### config.mk
export PLATFORM = sky130hd
export DESIGN_NAME = player_renderer
export DESIGN_NICKNAME = d
export VERILOG_FILES = /design/src/rtl/player_renderer.sv
export SDC_FILE = /design/constraint.sdc
export NUM_CORES = 1
export LEC_CHECK = 0
export CORE_ASPECT_RATIO = 0.5
export CORE_MARGIN = 5
export CORE_UTILIZATION = 35
export DETAILED_ROUTE_END_ITERATION = 16
export GPL_TIMING_DRIVEN = 0
export MAX_ROUTING_LAYER = met4
export PLACE_DENSITY_LB_ADDON = 0.3
export SETUP_SLACK_MARGIN = 0.4
export SLEW_MARGIN = 20
export SYNTH_ARGS = -nofsm -noshare
export SYNTH_HDL_FRONTEND = slang
export SYNTH_SLANG_ARGS = --single-unit
### constraint.sdc
create_clock -name clock -period 2.9 [get_ports clock]
set_clock_uncertainty 0.2 [all_clocks]
set_input_delay 0.87 -clock clock [delete_from_list [all_inputs] [get_ports clock]]
set_output_delay 0.87 -clock clock [all_outputs]
set_load 0.005 [all_outputs]
### src/rtl/player_renderer.sv
// player_renderer: draw-side consumer of the player position bus.
// Once per accepted frame tick it erases the sprite at the last drawn
// position, then draws it at the newly sampled position, one pixel per
// clock, into a 160x120, 3-bit colour VGA pixel port.
//
// Optional build macro: SKIP_UNCHANGED_EN
//   defined     - a frame whose position matches the last drawn position
//                 skips straight to DONE (oDone pulses, no pixels issued).
//   not defined - every accepted frame performs the full erase + draw.
module player_renderer #(
    parameter int         SPRITE_W      = 8,
    parameter int         SPRITE_H      = 12,
    parameter logic [2:0] PLAYER_COLOUR = 3'b111,
    parameter logic [2:0] BG_COLOUR     = 3'b000,
    parameter int         SCREEN_W      = 160,
    parameter int         SCREEN_H      = 120
) (
    input  logic       clock,
    input  logic       reset,
    input  logic       gameStart,
    input  logic       frameEn,
    input  logic [7:0] iX,
    input  logic [6:0] iY,
    output logic [7:0] oX,
    output logic [6:0] oY,
    output logic [2:0] oColour,
    output logic       oPlot,
    output logic       oBusy,
    output logic       oDone
);

    localparam logic [1:0] S_IDLE  = 2'd0;
    localparam logic [1:0] S_ERASE = 2'd1;
    localparam logic [1:0] S_DRAW  = 2'd2;
    localparam logic [1:0] S_DONE  = 2'd3;

    localparam logic [3:0] CX_LAST = 4'(SPRITE_W - 1);
    localparam logic [3:0] CY_LAST = 4'(SPRITE_H - 1);

    // Clip test on the unwrapped (widened) pixel coordinate.
    function automatic logic on_screen(input logic [8:0] x, input logic [7:0] y);
        return (x < 9'(SCREEN_W)) && (y < 8'(SCREEN_H));
    endfunction

    logic [1:0] state;
    logic [3:0] cx;
    logic [3:0] cy;
    logic [7:0] new_x;
    logic [6:0] new_y;
    logic [7:0] prev_x;
    logic [6:0] prev_y;
    logic       drawn_valid;

    // Issue-stage signals: the pixel selected by (cx,cy) this cycle.
    logic       vld_p0;
    logic       last_pix_p0;
    logic [7:0] base_x_p0;
    logic [6:0] base_y_p0;
    logic [8:0] pix_x_p0;
    logic [7:0] pix_y_p0;
    logic [2:0] colour_p0;
    logic       start_frame;
    logic       skip_frame;

`ifdef SKIP_UNCHANGED_EN
    assign skip_frame = drawn_valid && (iX == prev_x) && (iY == prev_y);
`else
    assign skip_frame = 1'b0;
`endif

    assign start_frame = (state == S_IDLE) && frameEn && gameStart;

    // Issue stage: form the pixel coordinate and colour for the current counters.
    always_comb begin
        vld_p0      = (state == S_ERASE) || (state == S_DRAW);
        last_pix_p0 = (cx == CX_LAST) && (cy == CY_LAST);
        base_x_p0   = (state == S_ERASE) ? prev_x : new_x;
        base_y_p0   = (state == S_ERASE) ? prev_y : new_y;
        pix_x_p0    = {1'b0, base_x_p0} + {5'b0, cx};
        pix_y_p0    = {1'b0, base_y_p0} + {4'b0, cy};
        colour_p0   = (state == S_ERASE) ? BG_COLOUR : PLAYER_COLOUR;
    end

    // Frame sequencer: latch position, walk the sprite raster, commit on DONE.
    always_ff @(posedge clock or posedge reset) begin
        if (reset) begin
            state       <= S_IDLE;
            cx          <= 4'd0;
            cy          <= 4'd0;
            new_x       <= 8'd0;
            new_y       <= 7'd0;
            prev_x      <= 8'd0;
            prev_y      <= 7'd0;
            drawn_valid <= 1'b0;
        end else begin
            case (state)
                S_IDLE: begin
                    if (start_frame) begin
                        new_x <= iX;
                        new_y <= iY;
                        cx    <= 4'd0;
                        cy    <= 4'd0;
                        if (skip_frame)
                            state <= S_DONE;
                        else if (drawn_valid)
                            state <= S_ERASE;
                        else
                            state <= S_DRAW;
                    end
                end
                S_ERASE, S_DRAW: begin
                    if (last_pix_p0) begin
                        cx    <= 4'd0;
                        cy    <= 4'd0;
                        state <= (state == S_ERASE) ? S_DRAW : S_DONE;
                    end else if (cx == CX_LAST) begin
                        cx <= 4'd0;
                        cy <= cy + 4'd1;
                    end else begin
                        cx <= cx + 4'd1;
                    end
                end
                S_DONE: begin
                    prev_x      <= new_x;
                    prev_y      <= new_y;
                    drawn_valid <= 1'b1;
                    state       <= S_IDLE;
                end
                default: state <= S_IDLE;
            endcase
        end
    end

    // ---- p0 -> p1: registered pixel port ----
    // Output register: present the issued pixel one clock later, clipped pixels unplotted.
    always_ff @(posedge clock or posedge reset) begin
        if (reset) begin
            oX      <= 8'd0;
            oY      <= 7'd0;
            oColour <= 3'd0;
            oPlot   <= 1'b0;
            oBusy   <= 1'b0;
            oDone   <= 1'b0;
        end else begin
            oX      <= vld_p0 ? pix_x_p0[7:0] : 8'd0;
            oY      <= vld_p0 ? pix_y_p0[6:0] : 7'd0;
            oColour <= vld_p0 ? colour_p0 : 3'd0;
            oPlot   <= vld_p0 && on_screen(pix_x_p0, pix_y_p0);
            oBusy   <= vld_p0;
            oDone   <= (state == S_DONE);
        end
    end

endmodule

==> impl_metrics.csv <==
group,metric,value,unit
status,status,"finished with violations",
status,violations,"negative setup slack",
yosys,netlist_area,2990,um^2
setup_path,critPathKind,"reg -> reg",
pwr,vdd_drop_max,0.525,mV
timing,tightest_slew,0.645,ns
setup_path,reg2reg_from,"state[1]",
detailed_routing,wire_per_inst,15.5,um
place,dp_slack,-0.197,ns
clock_tree,cts-htree-levels,3,
setup_path,start_kind,"flip-flop",
clock_tree,clock_path_buffers,2,
setup_path,critPathBufInv,4,
yosys,synthTopCellsByCount,"dfrtp_1, mux2_2, ha_1, nor2_1",
detailed_routing,finalWirelength,6830,um
setup_path,crit_slowest_cell,"dfrtp_1",
setup_path,r2r_slack,-0.02,ns
place,port_buffers,39,
floorplan,die_area,10600,um^2
detailed_routing,drcViolationCount,0,
detailed_routing,first_pass_iters,4,
grt,grt_pass1_wl,11100,um
yosys,synth.most_common_cell,"dfrtp_1",
finish,final_util,0.529,
timing,slew_headroom,0.570,
floorplan,ios,40,
setup_path,end_kind,"flip-flop",
finish,area_growth,44.4,%
finish,layout.nets,360,
flow_run,drv_cap,0,
timing,slew_violations,0,
timing,hold_viol,0,
yosys,netlist.area_leader.share,0.502,
timing,min_period_over_period,1.01,
timing,hold_slack,0.293,ns
setup_path,required,2.90,ns
floorplan,dieHeight,75.4,um
timing,fin_crit,2.92,ns
yosys,yosysTopAreaCell,"dfrtp_1",
floorplan,core.rowCount,23,
clock_tree,cts_made_buffers,9,
timing,finalSetupViolCount,1,
yosys,yosysUniqueCellTypes,42,
yosys,synthArstFlopShare,1.00,
hold_path,worstHoldStart,"drawn_valid",
grt,antenna_found_initial,0,
yosys,synth_top_flop_cell,"dfrtp_1",
finish,drive_gt1_frac,0.382,
floorplan,core,8170,um^2
setup_path,max_stage_delay,0.36,ns
clock_tree,cts_tree,"built",
grt,grt-ovfl-total,0,
detailed_routing,drt_iter0_drc,99,
timing,setup_ws,-0.0201,ns
yosys,synth.area.top_cells,"dfrtp_1, mux2_2, ha_1, mux2i_1, nor2_1",
clock_tree,clk_pin_slew,0.05,ns
floorplan,die_w,141,um
setup_path,reg2reg_depth,13,
detailed_routing,drtAntennaViolNets,0,
setup_path,critical_path.top_delay_family,"adder cells",
setup_path,worst-path-max-fanout,6,
detailed_routing,vias,2086,
yosys,synth_edf_count,0,
yosys,avgSynthCellArea,12.1,um^2
place,dp_hpwl,4570,um
clock_tree,ctsHoldBuffers,0,
grt,grt_max_degree,35,
timing,max_freq,342,MHz
timing,rsz0062_at_grt,"yes",
yosys,ys_seq_elements,60,
place,postPlaceCellArea,3610,um^2
pwr,p_per_area,1360,nW/um^2
finish,num-fill-cells,671,
yosys,netlist_instances,248,
yosys,seq_area_frac_synth,0.502,
setup_path,arrival,2.92,ns
pwr,power.leakage,1.86,nW
grt,track_usage,0.143,
yosys,yosys_warnings,0,
yosys,synth_nets,285,
pwr,p_total,5.89,mW
grt,grt_pass1_vias,2245,
floorplan,initial_core_util,0.366,
clock_tree,cts.sinks,60,
place,gp_congestion,0.859,
finish,n_antenna_cell,0,
setup_path,r2r-end,"oPlot",
clock_tree,insertion_delay,0.32,ns
finish,fin_area,4320,um^2
hold_path,min_to,"drawn_valid",
setup_path,cp_cell_sequence,"inv_2, ha_4, buf_8, buf_8, mux2_4, ha_4, inv_2, fa_2, nand2b_4, a2111oi_4, xnor2_1, a21oi_2, o2111a_1",
hold_path,hp-class,"reg -> reg",
clock_tree,cts-root-buf,"clkbuf_16",
hold_path,hold_depth,1,
detailed_routing,viasPerCell,4.75,
-- worst max-delay path by stage --
stage / cells past startpoint / start / to / slack (ns)
2_1_floorplan: 13 / state[1] / oPlot / 0.07
3_3_place_gp: 13 / state[1] / oPlot / -0.17
3_5_place_dp: 13 / state[1] / oPlot / -0.20
4_1_cts: 13 / state[1] / oPlot / 0.04
5_1_grt: 12 / state[0] / oPlot / -0.10
6_report: 13 / state[1] / oPlot / -0.02
-- stage by stage --
step | instances | setup TNS, ns
global route | 439 | -0.101
CTS | 432 | 0
detailed placement | 400 | -0.304
finish | 439 | -0.0201
floorplan | 248 | 0
global placement | 399 | -0.208
-- cell type report --
class | count | area (um^2) | share of cell area
buffer | 10 | 77.6 | 0.0180
clock buffer | 13 | 260 | 0.0602
clock inverter | 2 | 10.0 | 0.00232
inverter | 10 | 41.3 | 0.00956
multi-input combinational | 168 | 1670 | 0.386
sequential | 60 | 1500 | 0.348
tap | 112 | 140 | 0.0324
timing repair buffer | 64 | 622 | 0.144
-- logic make-up after synthesis --
family | synth area share
xor+xnor | 0.0234
fa+ha+maj | 0.0803
buf+inv | 0.0318
compound gates | 0.0849
flops | 0.502
mux | 0.178
simple gates | 0.0995
-- per-layer routing --
metal  track usage  share of wire  vias to the layer above
met5             -              0                        -
met4        0.0569          0.012                        0
met3        0.0370          0.038                        5
met2         0.234           0.49                       32
met1         0.173           0.46                     1032
li1              -              -                     1017
-- power by group --
part	total [mW]	internal, mW	switching, mW
Combinational	3.40	1.87	1.53
Sequential	1.53	1.24	0.286
Clock	0.957	0.616	0.341
-- sequential cells by signal, summed over array words and instances (netlist names) --
signal and count:
prev_y 7, new_x 8, oPlot 1, oX 8
cy 4, oBusy 1, drawn_valid 1, prev_x 8
state 2, oDone 1, new_y 7, oY 7
oColour 1, cx 4
-- layout by cell type (no fill, tap or decap), types with 5 or more instances in the layout --
master,n
dfrtp_1,60
o21ai_0,6
ha_4,9
mux2_2,33
clkbuf_16,9
mux2_4,6
inv_1,6
nand3_1,5
clkbuf_1,5
mux2i_1,8
nor2_1,14
buf_4,20
buf_6,6
ha_1,7
clkdlybuf4s50_1,39
nand2_1,10
-- what timing repair did --
action                                  in CTS  in global routing
pin swaps                                   19                 16
gates resized for setup                     35                 15
buffers inserted                            17                  7
endpoints found under the setup margin      10                 12
hold endpoints to repair                     0                  0
Power figures use the tool's default switching activity.
